## src/rtl/ip_bus_dma_pkg.sv

```systemverilog
// Shared types and default sizing for the ip_bus_dma byte-copy engine.
package ip_bus_dma_pkg;

   localparam int DEFAULT_BUF_DEPTH = 4;
   localparam int DEFAULT_ADDR_W    = 14;

   typedef enum logic [2:0] {
      IDLE  = 3'd0,
      READ  = 3'd1,
      DRAIN = 3'd2,
      WRITE = 3'd3,
      DONE  = 3'd4
   } dma_state_e;

endpackage

```

## src/rtl/ip_bus_dma_fifo.sv

```systemverilog
// Show-ahead byte FIFO that stages read data between the read and write phases.
module ip_bus_dma_fifo #(
   parameter int DEPTH = 4
) (
   input  logic                     clk,
   input  logic                     reset_n,
   input  logic                     push,
   input  logic [7:0]               wdata,
   input  logic                     pop,
   output logic [7:0]               rdata,
   output logic [$clog2(DEPTH):0]   count
);

   localparam int PTR_W = $clog2(DEPTH);
   localparam logic [PTR_W:0] FULL_LVL = (PTR_W + 1)'(DEPTH);

   logic [7:0]       mem_r [DEPTH];
   logic [PTR_W-1:0] wr_ptr_r;
   logic [PTR_W-1:0] rd_ptr_r;
   logic [PTR_W:0]   count_r;
   logic             do_push_s;
   logic             do_pop_s;

   // Qualify requests against occupancy; a pop frees room for a same-cycle push
   always_comb begin
      do_pop_s  = pop && (count_r != '0);
      do_push_s = push && ((count_r != FULL_LVL) || do_pop_s);
   end

   // Storage, pointers and occupancy
   always_ff @(posedge clk) begin
      if (!reset_n) begin
         for (int i = 0; i < DEPTH; i++) begin
            mem_r[i] <= 8'h00;
         end
         wr_ptr_r <= '0;
         rd_ptr_r <= '0;
         count_r  <= '0;
      end else begin
         if (do_push_s) begin
            mem_r[wr_ptr_r] <= wdata;
            wr_ptr_r        <= wr_ptr_r + PTR_W'(1);
         end
         if (do_pop_s) begin
            rd_ptr_r <= rd_ptr_r + PTR_W'(1);
         end
         count_r <= count_r + (PTR_W + 1)'(do_push_s) - (PTR_W + 1)'(do_pop_s);
      end
   end

   assign rdata = mem_r[rd_ptr_r];
   assign count = count_r;

endmodule

```

## src/rtl/ip_bus_dma.sv

```systemverilog
// Chunked memory-to-memory byte copy engine on the RAM bus (registered bus outputs).
// Optional IP_BUS_DMA_FILL_EN adds a pattern-fill command mode.
module ip_bus_dma
   import ip_bus_dma_pkg::*;
#(
   parameter int BUF_DEPTH = DEFAULT_BUF_DEPTH,
   parameter int ADDR_W    = DEFAULT_ADDR_W
) (
   input  logic              clk,
   input  logic              reset_n,
   input  logic              cmd_valid,
   output logic              cmd_ready,
   input  logic [ADDR_W-1:0] cmd_src,
   input  logic [ADDR_W-1:0] cmd_dst,
   input  logic [ADDR_W-1:0] cmd_len,
`ifdef IP_BUS_DMA_FILL_EN
   input  logic              cmd_fill,
   input  logic [7:0]        cmd_pattern,
`endif
   output logic              busy,
   output logic              done,
   output logic [ADDR_W-1:0] bus_address,
   output logic              bus_valid,
   input  logic              bus_ready,
   output logic              bus_write,
   output logic [7:0]        bus_wdata,
   input  logic [7:0]        bus_rdata,
   input  logic              bus_rdata_en
);

   localparam int CNT_W = $clog2(BUF_DEPTH) + 1;

   dma_state_e        state_r, state_s;
   logic [ADDR_W-1:0] src_r, src_s, dst_r, dst_s, rem_r, rem_s;
   logic [CNT_W-1:0]  chunk_r, chunk_s, rd_cnt_r, rd_cnt_s, rx_cnt_r, rx_cnt_s, wr_cnt_r, wr_cnt_s;
   logic              fill_r, fill_s;
   logic [7:0]        pattern_r, pattern_s;
   logic              bus_valid_r, valid_s, bus_write_r, write_s;
   logic [ADDR_W-1:0] bus_address_r, addr_s;
   logic [7:0]        bus_wdata_r, wdata_s;
   logic              cmd_ready_r, busy_r, done_r;
   logic              push_s, pop_s, load_rd_s, load_wr_s, drop_s, beat_acc_s;
   logic              cmd_fill_s;
   logic [7:0]        cmd_pattern_s, fifo_rdata;
   logic [CNT_W-1:0]  fifo_count;

`ifdef IP_BUS_DMA_FILL_EN
   assign cmd_fill_s    = cmd_fill;
   assign cmd_pattern_s = cmd_pattern;
`else
   assign cmd_fill_s    = 1'b0;
   assign cmd_pattern_s = 8'h00;
`endif

   function automatic logic [CNT_W-1:0] chunk_of(input logic [ADDR_W-1:0] n);
      if (n >= ADDR_W'(BUF_DEPTH)) begin
         return CNT_W'(BUF_DEPTH);
      end else begin
         return n[CNT_W-1:0];
      end
   endfunction

   assign beat_acc_s = bus_valid_r && bus_ready;

   ip_bus_dma_fifo #(.DEPTH(BUF_DEPTH)) u_fifo (
      .clk     (clk),
      .reset_n (reset_n),
      .push    (push_s),
      .wdata   (bus_rdata),
      .pop     (pop_s),
      .rdata   (fifo_rdata),
      .count   (fifo_count)
   );

   // Next-state, counters and next bus beat; a beat is loaded into the output registers
   // either on entry to a phase or when the current beat is accepted
   always_comb begin
      state_s   = state_r;
      src_s     = src_r;
      dst_s     = dst_r;
      rem_s     = rem_r;
      chunk_s   = chunk_r;
      rd_cnt_s  = rd_cnt_r;
      rx_cnt_s  = rx_cnt_r;
      wr_cnt_s  = wr_cnt_r;
      fill_s    = fill_r;
      pattern_s = pattern_r;
      valid_s   = bus_valid_r;
      write_s   = bus_write_r;
      addr_s    = bus_address_r;
      wdata_s   = bus_wdata_r;
      push_s    = 1'b0;
      pop_s     = 1'b0;
      load_rd_s = 1'b0;
      load_wr_s = 1'b0;
      drop_s    = 1'b0;
      case (state_r)
         IDLE: begin
            if (cmd_valid && cmd_ready_r) begin
               src_s     = cmd_src;
               dst_s     = cmd_dst;
               rem_s     = cmd_len;
               fill_s    = cmd_fill_s;
               pattern_s = cmd_pattern_s;
               chunk_s   = chunk_of(cmd_len);
               rd_cnt_s  = '0;
               rx_cnt_s  = '0;
               wr_cnt_s  = '0;
               if (cmd_len == '0) begin
                  state_s = DONE;
               end else if (cmd_fill_s) begin
                  state_s   = WRITE;
                  load_wr_s = 1'b1;
               end else begin
                  state_s   = READ;
                  load_rd_s = 1'b1;
               end
            end else begin
               state_s = IDLE;
            end
         end
         READ: begin
            push_s   = bus_rdata_en;
            rx_cnt_s = rx_cnt_r + CNT_W'(bus_rdata_en);
            if (beat_acc_s && (rd_cnt_r == chunk_r)) begin
               state_s = DRAIN;
               drop_s  = 1'b1;
            end else begin
               load_rd_s = beat_acc_s;
            end
         end
         DRAIN: begin
            push_s   = bus_rdata_en;
            rx_cnt_s = rx_cnt_r + CNT_W'(bus_rdata_en);
            if (rx_cnt_s == chunk_r) begin
               state_s   = WRITE;
               wr_cnt_s  = '0;
               // Preload only when the head byte is already buffered
               load_wr_s = (fifo_count != '0);
            end else begin
               state_s = DRAIN;
            end
         end
         WRITE: begin
            if (beat_acc_s) begin
               rem_s = rem_r - ADDR_W'(1);
            end else begin
               rem_s = rem_r;
            end
            if ((beat_acc_s || !bus_valid_r) && (wr_cnt_r != chunk_r)) begin
               load_wr_s = 1'b1;
            end else if (beat_acc_s) begin
               chunk_s  = chunk_of(rem_s);
               rd_cnt_s = '0;
               rx_cnt_s = '0;
               wr_cnt_s = '0;
               if (rem_s == '0) begin
                  state_s = DONE;
                  drop_s  = 1'b1;
               end else if (fill_r) begin
                  load_wr_s = 1'b1;
               end else begin
                  state_s   = READ;
                  load_rd_s = 1'b1;
               end
            end else begin
               state_s = WRITE;
            end
         end
         DONE: begin
            state_s = IDLE;
         end
         default: begin
            state_s = IDLE;
         end
      endcase

      if (load_rd_s) begin
         valid_s  = 1'b1;
         write_s  = 1'b0;
         addr_s   = src_s;
         src_s    = src_s + ADDR_W'(1);
         rd_cnt_s = rd_cnt_s + CNT_W'(1);
      end else if (load_wr_s) begin
         valid_s  = 1'b1;
         write_s  = 1'b1;
         addr_s   = dst_s;
         dst_s    = dst_s + ADDR_W'(1);
         wr_cnt_s = wr_cnt_s + CNT_W'(1);
         pop_s    = !fill_s;
         wdata_s  = fill_s ? pattern_s : fifo_rdata;
      end else if (drop_s) begin
         valid_s = 1'b0;
         write_s = 1'b0;
      end else begin
         valid_s = bus_valid_r;
      end
   end

   // State, datapath and registered outputs
   always_ff @(posedge clk) begin
      if (!reset_n) begin
         state_r       <= IDLE;
         src_r         <= '0;
         dst_r         <= '0;
         rem_r         <= '0;
         chunk_r       <= '0;
         rd_cnt_r      <= '0;
         rx_cnt_r      <= '0;
         wr_cnt_r      <= '0;
         fill_r        <= 1'b0;
         pattern_r     <= 8'h00;
         bus_valid_r   <= 1'b0;
         bus_write_r   <= 1'b0;
         bus_address_r <= '0;
         bus_wdata_r   <= 8'h00;
         cmd_ready_r   <= 1'b0;
         busy_r        <= 1'b0;
         done_r        <= 1'b0;
      end else begin
         state_r       <= state_s;
         src_r         <= src_s;
         dst_r         <= dst_s;
         rem_r         <= rem_s;
         chunk_r       <= chunk_s;
         rd_cnt_r      <= rd_cnt_s;
         rx_cnt_r      <= rx_cnt_s;
         wr_cnt_r      <= wr_cnt_s;
         fill_r        <= fill_s;
         pattern_r     <= pattern_s;
         bus_valid_r   <= valid_s;
         bus_write_r   <= write_s;
         bus_address_r <= addr_s;
         bus_wdata_r   <= wdata_s;
         cmd_ready_r   <= (state_s == IDLE);
         busy_r        <= (state_s != IDLE);
         done_r        <= (state_s == DONE);
      end
   end

   assign cmd_ready   = cmd_ready_r;
   assign busy        = busy_r;
   assign done        = done_r;
   assign bus_valid   = bus_valid_r;
   assign bus_write   = bus_write_r;
   assign bus_address = bus_address_r;
   assign bus_wdata   = bus_wdata_r;

endmodule

```

## config.mk

```make
export PLATFORM = sky130hd
export DESIGN_NAME = ip_bus_dma
export DESIGN_NICKNAME = d
export VERILOG_FILES = /design/src/rtl/ip_bus_dma_pkg.sv /design/src/rtl/ip_bus_dma_fifo.sv /design/src/rtl/ip_bus_dma.sv
export SDC_FILE = /design/constraint.sdc
export NUM_CORES = 1
export LEC_CHECK = 0
export CAP_MARGIN = 25
export CORE_UTILIZATION = 58
export DETAILED_ROUTE_END_ITERATION = 6
export DONT_BUFFER_PORTS = 1
export GPL_TIMING_DRIVEN = 0
export PLACE_DENSITY_LB_ADDON = 0.25
export RECOVER_POWER = 25
export SYNTH_ARGS = -nofsm -noshare
export SYNTH_HDL_FRONTEND = slang
export SYNTH_HIERARCHICAL = 1
export SYNTH_SLANG_ARGS = --single-unit
```

## constraint.sdc

```tcl
create_clock -name clk -period 4.79 [get_ports clk]
set_input_delay 0.958 -clock clk [delete_from_list [all_inputs] [get_ports clk]]
set_output_delay 0.958 -clock clk [all_outputs]
set_load 0.02 [all_outputs]
```

==> Flow_metrics.wiki <==
{| class="wikitable"
! Metric !! Value
|-
| Sink count of the clock tree || 134
|-
| Cell type with the largest total area after synthesis || sky130_fd_sc_hd__dfxtp_1
|-
| Net switching share of the total power || 0.272
|-
| Top fanout value on the critical path || 10
|-
| Share of the core filled with cells || 0.680
|-
| Share of cells above drive strength 1 || 0.119
|-
| Crit path arrival time || 4890 ps
|-
| Minimum setup slack in the final design || about 230 ps
|-
| Max Clock Freq || between 200 and 250 MHz
|-
| Part of the power in the clock network || 0.451
|-
| Flip-flop and latch count after synthesis || approximately 130
|-
| Summed instance area of the synthesized netlist || 7010 µm²
|-
| Worst Path Required || ~5100 ps
|-
| Launching point of the worst reg2reg path || rem_r[6]
|-
| Number of rows in the core area || 39
|-
| Gpl congestion || 0.943
|-
| Number of hold violations in the final report || 0
|-
| Grt total ovfl || 0
|-
| Pin count of the biggest net entering global routing || 17
|-
| Initial antenna violation count || 0
|-
| Via count || 6414
|-
| Slew at the pin closest to its max-slew limit || roughly 800 ps
|-
| Min Tclk post-route || approximately 4600 ps
|-
| Remaining DRCs || 6
|-
| Worst reg-to-reg path cell count || 20
|-
| Part of the Yosys area used for sequential elements || 0.429
|-
| Post-synthesis area per instance || 8.90 µm²
|-
| Maximum vdd drop || around 0.32 mV
|-
| TritonCTS clock tree || built
|-
| Worst clock skew on the final layout || 8.31 ps
|-
| Die span in y || between 100 and 150 µm
|-
| Total Die Area || roughly 13000 µm²
|-
| Proportion of netlist area held by the largest area contributor || 0.291
|-
| HP Class || flop to flop
|-
| Net Count, Synth || 852
|-
| Number of buffers inserted by port buffering || 0
|-
| Max-capacitance violation count || 0
|-
| Via count of the first global-routing pass || 6026
|-
| CTS max path bufs || 2
|-
| H-Tree Level Count || 4
|-
| Most instantiated cells after synthesis || sky130_fd_sc_hd__dfxtp_1 (102), sky130_fd_sc_hd__nand2_1 (102), sky130_fd_sc_hd__nor2_1 (81), sky130_fd_sc_hd__a21oi_1 (38), sky130_fd_sc_hd__and2_1 (33)
|-
| Detailed Place HPWL || ~14000 µm
|-
| Clock input transition at the sequential cells of the worst setup and hold paths || approximately 60 ps
|-
| Worst slew slack as a fraction of its limit || 0.472
|-
| Unrepaired setup endpoints after global routing || false
|-
| Internal power || about 2.1 mW
|-
| Routed WL || around 20000 µm
|-
| Count of nets left with antenna violations after detail routing || 0
|-
| Outcome || finished with violations
|-
| Diode insertion count for antenna repair || 0
|-
| Most used flip-flop cell after synthesis || sky130_fd_sc_hd__dfxtp_1
|-
| Post-synthesis cell count || between 700 and 800
|-
| Total GRT Usage || 0.330
|-
| Pre-CTS setup slack || -884 ps
|-
| EDFF count, synth || 32
|-
| P_leak || slightly below 3 nW
|-
| Number of slew-limit violations in the final report || 0
|-
| Avg WL per Cell || approximately 21 µm
|-
| Clk Latency, worst-skew pair || approximately 420 ps
|-
| Top cells by area in the synthesized netlist || sky130_fd_sc_hd__dfxtp_1 (29%), sky130_fd_sc_hd__edfxtp_1 (14%), sky130_fd_sc_hd__nand2_1 (5.5%)
|-
| Die X-Extent || 112 µm
|-
| Fin Hold WS || slightly below 500 ps
|-
| Global-route wire length before repair || between 30000 and 40000 µm
|-
| Count of nets after finishing || 877
|-
| Warning count from the yosys run || 6
|-
| Endpoint kind of the worst setup timing path || flop
|-
| Count of pins on the block boundary || 82
|-
| Total setup violations reported at the end of the flow || 0
|-
| Buffer type at the clock tree root || sky130_fd_sc_hd__clkbuf_16
|-
| Failing checks || DRC
|-
| Register share of total power || 0.428
|-
| Synth-to-Final Area Change || 12.8%
|-
| Power density relative to cell area || between 300 and 400 nW/µm²
|-
| Initial core utilization || 0.603
|-
| Final period utilization || 0.952
|-
| Count of unique library cells instantiated by Yosys || 78
|-
| Count of routing violations after the opening detailed-route iteration || 780
|-
| Worst setup path category || flop to flop
|-
| TritonCTS Buffers || 17
|-
| Power Total || 2.90 mW
|-
| Net switching power || approximately 0.79 mW
|-
| CP Capture Point || u_fifo/count[2]
|-
| Number of iterations in the first detailed-routing pass || 7
|-
| Gate power share || 0.121
|-
| FF-to-FF End || u_fifo/count[2]
|-
| Setup slack, reg-to-reg || ~230 ps
|-
| Async S/R FF share, synth || 0
|-
| Crit path launch || rem_r[6]
|-
| Avg Vias per Cell || 6.63
|-
| CTS hold repair buffers || 0
|-
| Floorplan core area || about 12000 µm²
|-
| Nature of the critical path startpoint || flop
|}
-- cell families after synthesis --
group / share of synthesized area
DFF: 0.429
and+or+nand+nor: 0.270
muxes: 0.0604
xor gates and xnor gates: 0.0287
adders and majority gates: 0.0189
buffers and inverters: 0.0405
AOI/OAI and AO/OA: 0.153
-- layout make-up --
class	instances	area, µm²
plain buffers	46	223
clock buffers	19	443
clock inverters	13	146
fillers	917	3710
inverters	17	63.8
multi-input cells	588	3780
flip-flops and latches	134	3000
well taps	143	179
repair buffers	8	60.1
-- worst max-delay path, stage by stage (launching register included) --
cell and delay (ps):
sky130_fd_sc_hd__dfxtp_1 370, sky130_fd_sc_hd__or4_1 540, sky130_fd_sc_hd__clkbuf_1 190, sky130_fd_sc_hd__or4_4 470, sky130_fd_sc_hd__a21oi_1 150, sky130_fd_sc_hd__o211a_1 270, sky130_fd_sc_hd__a21oi_4 120, sky130_fd_sc_hd__nor2_4 170
sky130_fd_sc_hd__buf_4 250, sky130_fd_sc_hd__a21oi_4 70, sky130_fd_sc_hd__nor4b_4 400, sky130_fd_sc_hd__nor2_4 60, sky130_fd_sc_hd__inv_1 100, sky130_fd_sc_hd__ha_1 230, sky130_fd_sc_hd__inv_1 50, sky130_fd_sc_hd__ha_1 130
sky130_fd_sc_hd__inv_1 50, sky130_fd_sc_hd__fa_1 370, sky130_fd_sc_hd__xor2_1 160, sky130_fd_sc_hd__and2_1 180, sky130_fd_sc_hd__nor3_1 150
-- worst min path at each step --
stage                             from           end  slack, ps  cells after the start
final                     pattern_r[1]  pattern_r[1]        490                      1
after global routing      pattern_r[7]  pattern_r[7]        490                      1
after CTS                 pattern_r[5]  pattern_r[5]        490                      1
after detailed placement  pattern_r[5]  pattern_r[5]        470                      1
after global placement    pattern_r[1]  pattern_r[1]        470                      1
after floorplan           pattern_r[0]  pattern_r[0]        450                      1
-- per-stage QoR --
stage / cell area, µm² / setup TNS, ps / instances
2_1_floorplan: 7020 / 0 / 787
3_3_place_gp: 7200 / -9450 / 930
3_5_place_dp: 7210 / -5750 / 932
4_1_cts: 7830 / 0 / 964
5_1_grt: 7900 / 0 / 968
6_report: 7900 / 0 / 968
-- cells in the final DEF (no fill, tap or decap), types with 4 or more instances in the layout --
cell type / count
sky130_fd_sc_hd__nor2_1: 80
sky130_fd_sc_hd__nor4_1: 12
sky130_fd_sc_hd__o22ai_1: 5
sky130_fd_sc_hd__and3_1: 15
sky130_fd_sc_hd__a21oi_1: 37
sky130_fd_sc_hd__mux4_2: 8
sky130_fd_sc_hd__or4_1: 7
sky130_fd_sc_hd__xor2_1: 11
sky130_fd_sc_hd__inv_1: 15
sky130_fd_sc_hd__a31oi_1: 13
sky130_fd_sc_hd__o21ai_0: 24
sky130_fd_sc_hd__buf_2: 8
sky130_fd_sc_hd__buf_4: 11
sky130_fd_sc_hd__xnor2_1: 12
sky130_fd_sc_hd__clkbuf_1: 27
sky130_fd_sc_hd__edfxtp_1: 32
sky130_fd_sc_hd__nand3b_1: 4
sky130_fd_sc_hd__inv_6: 4
sky130_fd_sc_hd__nand3_1: 32
sky130_fd_sc_hd__mux2i_1: 22
sky130_fd_sc_hd__nand2_1: 102
sky130_fd_sc_hd__a41o_1: 4
sky130_fd_sc_hd__o31ai_1: 5
sky130_fd_sc_hd__a311oi_1: 8
sky130_fd_sc_hd__a22oi_1: 10
sky130_fd_sc_hd__a221oi_1: 4
sky130_fd_sc_hd__and3_2: 7
sky130_fd_sc_hd__nor3_1: 31
sky130_fd_sc_hd__nand2b_1: 9
sky130_fd_sc_hd__dfxtp_1: 101
sky130_fd_sc_hd__clkbuf_16: 17
sky130_fd_sc_hd__and2_1: 32
sky130_fd_sc_hd__ha_1: 8
sky130_fd_sc_hd__nand4_1: 10
sky130_fd_sc_hd__o211ai_1: 5
-- routing by layer --
metal | track usage | vias up | part of all wire
li1 | - | 2928 | -
met4 | 0.164 | 0 | 0.030
met5 | 0 | - | 0
met1 | 0.421 | 3064 | 0.39
met2 | 0.520 | 371 | 0.47
met3 | 0.0849 | 51 | 0.11
-- power groups by stage --
stage	Clock, mW	Sequential, mW	Combinational, mW
final	1.31	1.24	0.352
after global routing	1.36	1.25	0.380
after CTS	1.31	1.24	0.331
after detailed placement	0	1.26	0.329
after global placement	0	1.26	0.319
after floorplan	0	1.25	0.247
-- registers in the layout, summed over array words and instances (netlist names), 2 cells and up, named ones only --
| signal | count |
|---|---|
| u_fifo/mem_r | 32 |
| dst_r | 14 |
| src_r | 14 |
| wr_cnt_r | 3 |
| rx_cnt_r | 3 |
| bus_address | 14 |
| pattern_r | 8 |
| bus_wdata | 8 |
| chunk_r | 3 |
| state_r | 3 |
| u_fifo/wr_ptr_r | 2 |
| u_fifo/count | 3 |
| rd_cnt_r | 3 |
| rem_r | 14 |
| u_fifo/rd_ptr_r | 2 |
-- repair_timing --
action	CTS	global route
pin swaps	1	5
setup endpoints to repair	16	1
resized for setup	4	15
setup buffers	1	5
No activity file was read; power rests on OpenSTA's default activity.
